$ cat src/rtl/vga_fb_arbiter_if.sv
// vga_fb_arbiter_if: bundles the VGA timing, external write, clear and RAM
//   signals shared between the frame-buffer arbiter and its clients.
// Ports: slave = arbiter view (drives WrAck, ClearBusy, Mem*, PixData);
//   master = environment view (VGA driver, writer, clear requester, RAM).
interface vga_fb_arbiter_if #(
  parameter int ADDR_W = 15
);
  logic [10:0]       CurrentX;
  logic [10:0]       CurrentY;
  logic              HBlank;
  logic              VBlank;
  logic              WrReq;
  logic [ADDR_W-1:0] WrAddr;
  logic [11:0]       WrData;
  logic              WrAck;
  logic              ClearReq;
  logic [11:0]       ClearColor;
  logic              ClearBusy;
  logic [ADDR_W-1:0] MemAddr;
  logic              MemWE;
  logic [11:0]       MemWData;
  logic [11:0]       MemRData;
  logic [11:0]       PixData;

  modport slave (
    input  CurrentX, CurrentY, HBlank, VBlank,
    input  WrReq, WrAddr, WrData, ClearReq, ClearColor, MemRData,
    output WrAck, ClearBusy, MemAddr, MemWE, MemWData, PixData
  );

  modport master (
    output CurrentX, CurrentY, HBlank, VBlank,
    output WrReq, WrAddr, WrData, ClearReq, ClearColor, MemRData,
    input  WrAck, ClearBusy, MemAddr, MemWE, MemWData, PixData
  );
endinterface

$ cat src/rtl/vga_fb_arbiter.sv
// vga_fb_arbiter: shares one single-port pixel RAM between display reads, a
//   full-buffer clear sequencer and an external req/ack write port.
// Latency: read address on MemAddr 1 cycle after an X change, PixData 3 cycles after.
// Backpressure: reads never stall; clear writes use free cycles; external writes
//   wait (WrAck low) until no read, no clear and no ack in the previous cycle.
// Ports: CLK_100MHz, Reset (async, active high) plain; everything else via bus.
module vga_fb_arbiter #(
  parameter int FB_W   = 160,
  parameter int FB_H   = 120,
  parameter int ADDR_W = 15
) (
  input  logic            CLK_100MHz,
  input  logic            Reset,
  vga_fb_arbiter_if.slave bus
);

  localparam logic [ADDR_W-1:0] LAST_ADDR = ADDR_W'(FB_W * FB_H - 1);
  localparam logic [15:0]       FB_W_BITS = 16'(FB_W);

  typedef enum logic {IDLE, CLEARING} clr_state_e;

  clr_state_e        state_q, state_d;
  logic [ADDR_W-1:0] cnt_q, cnt_d;
  logic [11:0]       color_q, color_d;
  logic [10:0]       x_q, x_d;
  logic              v1_q, v1_d;
  logic              v2_q, v2_d;
  logic [ADDR_W-1:0] mem_addr_q, mem_addr_d;
  logic              mem_we_q, mem_we_d;
  logic [11:0]       mem_wdata_q, mem_wdata_d;
  logic              wr_ack_q, wr_ack_d;
  logic [11:0]       pix_q, pix_d;

  logic              visible;
  logic              read_evt;
  logic              clr_gnt;
  logic              wr_gnt;
  logic [25:0]       rd_prod;
  logic [ADDR_W-1:0] rd_addr;

  always_comb begin
    visible  = !bus.HBlank && !bus.VBlank &&
               (bus.CurrentX < 11'd640) && (bus.CurrentY < 11'd480);
    read_evt = visible && (bus.CurrentX != x_q);
  end

  // (Y>>2)*FB_W as a sum of shifted copies of Y>>2, one per set bit of FB_W
  // (for 160 this is (Yq<<7)+(Yq<<5)), plus X>>2.
  always_comb begin
    rd_prod = 26'(bus.CurrentX[10:2]);
    for (int i = 0; i < 16; i++) begin
      if (FB_W_BITS[i]) rd_prod = rd_prod + (26'(bus.CurrentY[10:2]) << i);
    end
    rd_addr = rd_prod[ADDR_W-1:0];
  end

  always_comb begin
    clr_gnt = (state_q == CLEARING) && !read_evt;
    // A ClearReq accepted this cycle already outranks a waiting write.
    wr_gnt  = bus.WrReq && (state_q == IDLE) && !bus.ClearReq && !wr_ack_q && !read_evt;
  end

  always_comb begin
    state_d     = state_q;
    cnt_d       = cnt_q;
    color_d     = color_q;
    x_d         = bus.CurrentX;
    v1_d        = read_evt;
    v2_d        = v1_q;
    mem_addr_d  = mem_addr_q;
    mem_we_d    = 1'b0;
    mem_wdata_d = mem_wdata_q;
    wr_ack_d    = 1'b0;
    pix_d       = pix_q;

    case (state_q)
      IDLE: begin
        if (bus.ClearReq) begin
          state_d = CLEARING;
          cnt_d   = '0;
          color_d = bus.ClearColor;
        end
      end
      CLEARING: begin
        if (clr_gnt) begin
          cnt_d = cnt_q + ADDR_W'(1);
          if (cnt_q == LAST_ADDR) state_d = IDLE;
        end
      end
      default: state_d = IDLE;
    endcase

    if (read_evt) begin
      mem_addr_d = rd_addr;
    end else if (clr_gnt) begin
      mem_addr_d  = cnt_q;
      mem_we_d    = 1'b1;
      mem_wdata_d = color_q;
    end else if (wr_gnt) begin
      mem_addr_d  = bus.WrAddr;
      mem_we_d    = 1'b1;
      mem_wdata_d = bus.WrData;
      wr_ack_d    = 1'b1;
    end

    // A read landing in stage 2 wins over blanking so a pixel fetched just
    // before blank starts is not lost; blanking reloads black afterwards.
    if (v2_q) begin
      pix_d = bus.MemRData;
    end else if (bus.HBlank || bus.VBlank) begin
      pix_d = '0;
    end
  end

  always_ff @(posedge CLK_100MHz or posedge Reset) begin
    if (Reset) begin
      state_q     <= IDLE;
      cnt_q       <= '0;
      color_q     <= '0;
      x_q         <= '0;
      v1_q        <= 1'b0;
      v2_q        <= 1'b0;
      mem_addr_q  <= '0;
      mem_we_q    <= 1'b0;
      mem_wdata_q <= '0;
      wr_ack_q    <= 1'b0;
      pix_q       <= '0;
    end else begin
      state_q     <= state_d;
      cnt_q       <= cnt_d;
      color_q     <= color_d;
      x_q         <= x_d;
      v1_q        <= v1_d;
      v2_q        <= v2_d;
      mem_addr_q  <= mem_addr_d;
      mem_we_q    <= mem_we_d;
      mem_wdata_q <= mem_wdata_d;
      wr_ack_q    <= wr_ack_d;
      pix_q       <= pix_d;
    end
  end

  assign bus.WrAck     = wr_ack_q;
  assign bus.ClearBusy = (state_q == CLEARING);
  assign bus.MemAddr   = mem_addr_q;
  assign bus.MemWE     = mem_we_q;
  assign bus.MemWData  = mem_wdata_q;
  assign bus.PixData   = pix_q;

endmodule

$ cat src/flat_wrapper.sv
// flat-port wrapper written by rule: the top's interface ports become plain ports
module vga_fb_arbiter_flat 
#(
  parameter int FB_W   = 160,
  parameter int FB_H   = 120,
  parameter int ADDR_W = 15
)
  (CLK_100MHz, Reset, bus_CurrentX, bus_CurrentY, bus_HBlank, bus_VBlank, bus_WrReq, bus_WrAddr, bus_WrData, bus_ClearReq, bus_ClearColor, bus_MemRData, bus_WrAck, bus_ClearBusy, bus_MemAddr, bus_MemWE, bus_MemWData, bus_PixData);
  vga_fb_arbiter_if #(.ADDR_W(ADDR_W)) bus_i ();
  input  logic CLK_100MHz;
  input  logic Reset;
  input wire logic [$bits(bus_i.CurrentX)-1:0] bus_CurrentX;
  input wire logic [$bits(bus_i.CurrentY)-1:0] bus_CurrentY;
  input wire logic [$bits(bus_i.HBlank)-1:0] bus_HBlank;
  input wire logic [$bits(bus_i.VBlank)-1:0] bus_VBlank;
  input wire logic [$bits(bus_i.WrReq)-1:0] bus_WrReq;
  input wire logic [$bits(bus_i.WrAddr)-1:0] bus_WrAddr;
  input wire logic [$bits(bus_i.WrData)-1:0] bus_WrData;
  input wire logic [$bits(bus_i.ClearReq)-1:0] bus_ClearReq;
  input wire logic [$bits(bus_i.ClearColor)-1:0] bus_ClearColor;
  input wire logic [$bits(bus_i.MemRData)-1:0] bus_MemRData;
  output wire logic [$bits(bus_i.WrAck)-1:0] bus_WrAck;
  output wire logic [$bits(bus_i.ClearBusy)-1:0] bus_ClearBusy;
  output wire logic [$bits(bus_i.MemAddr)-1:0] bus_MemAddr;
  output wire logic [$bits(bus_i.MemWE)-1:0] bus_MemWE;
  output wire logic [$bits(bus_i.MemWData)-1:0] bus_MemWData;
  output wire logic [$bits(bus_i.PixData)-1:0] bus_PixData;
  assign bus_i.CurrentX = bus_CurrentX;
  assign bus_i.CurrentY = bus_CurrentY;
  assign bus_i.HBlank = bus_HBlank;
  assign bus_i.VBlank = bus_VBlank;
  assign bus_i.WrReq = bus_WrReq;
  assign bus_i.WrAddr = bus_WrAddr;
  assign bus_i.WrData = bus_WrData;
  assign bus_i.ClearReq = bus_ClearReq;
  assign bus_i.ClearColor = bus_ClearColor;
  assign bus_i.MemRData = bus_MemRData;
  assign bus_WrAck = bus_i.WrAck;
  assign bus_ClearBusy = bus_i.ClearBusy;
  assign bus_MemAddr = bus_i.MemAddr;
  assign bus_MemWE = bus_i.MemWE;
  assign bus_MemWData = bus_i.MemWData;
  assign bus_PixData = bus_i.PixData;
  vga_fb_arbiter #(.FB_W(FB_W), .FB_H(FB_H), .ADDR_W(ADDR_W)) u_core (.CLK_100MHz(CLK_100MHz), .Reset(Reset), .bus(bus_i));
endmodule
$ cat config.mk
export PLATFORM = sky130hd
export DESIGN_NAME = vga_fb_arbiter_flat
export DESIGN_NICKNAME = d
export VERILOG_FILES = /design/src/rtl/vga_fb_arbiter_if.sv /design/src/rtl/vga_fb_arbiter.sv /design/src/flat_wrapper.sv
export SDC_FILE = /design/constraint.sdc
export NUM_CORES = 1
export LEC_CHECK = 0
export BUFFER_PORTS_ARGS = -buffer_cell sky130_fd_sc_hd__clkbuf_2
export CORE_AREA = 2 2 94 96
export DETAILED_ROUTE_END_ITERATION = 8
export DIE_AREA = 0 0 96 98
export PLACE_DENSITY_LB_ADDON = 0.08
export SLEW_MARGIN = 25
export SYNTH_ARGS = -nofsm -noshare
export SYNTH_HDL_FRONTEND = slang
export SYNTH_SLANG_ARGS = --single-unit
$ cat constraint.sdc
create_clock -name CLK_100MHz -period 3.28 [get_ports CLK_100MHz]
set_input_delay 0.656 -clock CLK_100MHz [delete_from_list [all_inputs] [get_ports CLK_100MHz]]
set_output_delay 0.656 -clock CLK_100MHz [all_outputs]
set_load 0.05 [all_outputs]
==> flow_metrics.env <==
export IMPL_outcome="complete, no violations"
export IMPL_ctsHoldBuffers=0
export IMPL_drive_above_1_share_pct=32.1
export IMPL_boundaryPins=121
export IMPL_power_density_nw_per_um2=584
export IMPL_fin_nets=614
export IMPL_grt_max_degree=45
export IMPL_end_kind="flop"
export IMPL_vdd_ir_drop_max_mv=0.242
export IMPL_gp_congestion=0.841
export IMPL_seq_area_um2=2050
export IMPL_synth_edf_count=0
export IMPL_layout_min_cycle_time_ns=2.70
export IMPL_fin_setup_tns_ns=0
export IMPL_max_slew_worst_pin_slew_ns=0.832
export IMPL_synth_top_area_share_pct=47.7
export IMPL_critPathLaunchType="input port"
export IMPL_vias=3414
export IMPL_syn_num_nets=499
export IMPL_cp_startpoint="bus_CurrentY[2]"
export IMPL_required_ns=3.51
export IMPL_coreArea_um2=8470
export IMPL_antenna_found_initial=0
export IMPL_root_buffer="clkbuf_8"
export IMPL_ys_seq_area_share_pct=47.7
export IMPL_min_path_type="input port to asynchronous set/reset pin"
export IMPL_setup_viol=0
export IMPL_cts_resized_gates=0
export IMPL_antenna_left=0
export IMPL_grt_first_pass_wirelength_um=16900
export IMPL_dp_hpwl_um=7470
export IMPL_die_area_um2=9410
export IMPL_port_buffer_count=118
export IMPL_syn_area_um2=4300
export IMPL_skew_ns=0.0157
export IMPL_power_leakage_nw=2.56
export IMPL_maxSlewViolCount=0
export IMPL_wire_per_inst_um=16.4
export IMPL_critPathArrivalTime_ns=2.92
export IMPL_h_tree_depth=3
export IMPL_first_global_vias=3442
export IMPL_synthTopCellsByArea="dfrtp_1 (48%), nand2_1 (5.4%), mux2i_1 (4.9%)"
export IMPL_maxCapViolations=0
export IMPL_rsz0062_at_grt="no"
export IMPL_power_mw=3.04
export IMPL_via_per_inst=5.44
export IMPL_rows=34
export IMPL_multi_input_area_um2=2080
export IMPL_netlist_instances=401
export IMPL_routed_wl_um=10300
export IMPL_maxSlewHeadroom_pct=44.5
export IMPL_period_share_pct=82.2
export IMPL_clock_path_buffers=2
export IMPL_cts_setup_buffers=0
export IMPL_reg2regPathDepth=4
export IMPL_clk_pin_slew_ns=0.09
export IMPL_cts_tree="built"
export IMPL_synth_seq_cells=82
export IMPL_post_route_util_pct=61.4
export IMPL_cts_buffers=9
export IMPL_cp_max_fo=2
export IMPL_drc=0
export IMPL_final_cells=628
export IMPL_synthFlopType="dfrtp_1"
export IMPL_critPathCapture="u_core.bus.MemAddr[14]$_DFFE_PP0P_"
export IMPL_syn2layout_area_growth_pct=20.8
export IMPL_crit_type="input port to flop"
export IMPL_synth_distinct_cells=54
export IMPL_yosysTopAreaCell="dfrtp_1"
export IMPL_grt_usage_pct=23.1
export IMPL_r2r_slack_ns=1.02
export IMPL_dp_cells=613
export IMPL_diodes=0
export IMPL_worst_r2r_endpoint="u_core.cnt_q[14]$_DFFE_PP0P_"
export IMPL_gr_total_overflow=0
export IMPL_ys_warnings_count=0
export IMPL_drtIter0Drc=142
export IMPL_dr_pass1_iters=7
export IMPL_syn_area_per_cell_um2=10.7
export IMPL_fillers=774
export IMPL_hold_viol=0
export IMPL_fmax_mhz=371
export IMPL_clk_latency_ns=0.36
export IMPL_fp_dieH_um=98
export IMPL_cts_sinks=82
export IMPL_initial_utilization_pct=50.8
export IMPL_async_flop_share_pct=100
export IMPL_r2r_start="u_core.bus.ClearBusy$_DFF_PP0_"
export IMPL_fp_dieW_um=96
==> flip-flops by register name, indices dropped and copies added, names as in the netlist <==
| signal | cells |
|---|---|
| u_core.bus.ClearBusy | 1 |
| u_core.bus.MemAddr | 15 |
| u_core.bus.MemWData | 12 |
| u_core.bus.MemWE | 1 |
| u_core.bus.PixData | 12 |
| u_core.bus.WrAck | 1 |
| u_core.cnt_q | 15 |
| u_core.color_q | 12 |
| u_core.v1_q | 1 |
| u_core.v2_q | 1 |
| u_core.x_q | 11 |
==> metal layers <==
metal,wire (µm),vias to the layer above,track usage [%]
met3,509,8,5.02
met1,4620,1654,31.8
met2,5060,94,37.2
li1,-,1658,-
met4,88,0,5.82
met5,0,-,0
==> placed cells by master (no fill, tap or decap), drive strengths merged, types with 3 or more instances in the layout <==
| cell type | n |
|---|---|
| inv | 18 |
| xnor2 | 5 |
| o22ai | 3 |
| or3 | 5 |
| nand4 | 4 |
| and3 | 8 |
| nand2 | 63 |
| mux2 | 24 |
| nor3 | 8 |
| nor4 | 4 |
| nand4b | 3 |
| a22o | 12 |
| nor2 | 18 |
| buf | 5 |
| a21oi | 15 |
| a222oi | 7 |
| dfrtp | 82 |
| xor2 | 13 |
| o211ai | 3 |
| nand3 | 11 |
| ha | 16 |
| clkinv | 3 |
| and2 | 5 |
| or4 | 3 |
| clkbuf | 127 |
| o311ai | 3 |
| o21ai | 8 |
| mux2i | 21 |
| fa | 3 |
==> cells by family (layout without fill, tap and decap cells) <==
family / Yosys count / after routing / synth area share, %
mux: 45 / 45 / 11.2
simple gates: 136 / 136 / 16.3
fa+ha+maj: 19 / 19 / 6.05
xor+xnor: 18 / 18 / 3.67
flops: 82 / 82 / 47.7
compound gates: 64 / 64 / 11.2
buf+inv: 37 / 156 / 3.84
==> how the worst min path moves through the flow <==
stage,startpoint,to,slack [ns],cells after the start
floorplan,u_core.v1_q$_DFF_PP0_,u_core.v2_q$_DFF_PP0_,0.33,0
finish,Reset,u_core.bus.PixData[8]$_DFFE_PP0P_,0.35,2
CTS,Reset,u_core.bus.PixData[4]$_DFFE_PP0P_,0.36,2
global placement,u_core.v1_q$_DFF_PP0_,u_core.v2_q$_DFF_PP0_,0.34,0
global route,u_core.v1_q$_DFF_PP0_,u_core.v2_q$_DFF_PP0_,0.38,0
detailed placement,u_core.v1_q$_DFF_PP0_,u_core.v2_q$_DFF_PP0_,0.34,0
==> cell usage after synthesis, types with 4 or more instances <==
cell type,instances
o21ai_1,5
nor2_1,17
xor2_1,13
a22o_1,12
a222oi_1,7
buf_1,5
dfrtp_1,82
a21oi_1,15
mux2i_1,21
mux2_2,16
nor3_1,7
and2_1,4
inv_1,18
ha_1,16
and3_1,6
nand3_1,10
xnor2_1,5
nand2_1,62
clkbuf_1,8
nand4_1,4
or3_1,5
mux2_1,8
==> cell type report <==
type,count,share of cell area (%)
multi-input cells,282,40.1
flip-flops and latches,82,39.5
repair buffers,123,12.3
well taps,108,2.60
clock buffers,9,2.38
clock inverters,6,1.73
inverters,18,1.32
==> worst max-delay path, stage by stage <==
cell and delay (ns):
clkbuf_2 0.11, inv_1 0.06, fa_1 0.53, inv_1 0.07, fa_1 0.46, a21oi_1 0.23, o211ai_1 0.15, o41ai_1 0.36
xnor2_1 0.19, mux2i_1 0.10
==> where the power goes <==
group          internal, mW  switching [mW]
combinational         0.330           0.591
sequential             1.16           0.138
clock                 0.427           0.386
total                  1.92            1.11
==> stage by stage <==
step,worst slack (ns),instance area [µm²],hold WS [ns]
6_report,0.585,5190,0.351
5_1_grt,0.451,5190,0.382
4_1_cts,0.591,5190,0.359
3_5_place_dp,0.236,4980,0.337
3_3_place_gp,0.330,4980,0.336
2_1_floorplan,0.516,4300,0.331
Note: power is estimated with default switching activity, not from simulation.
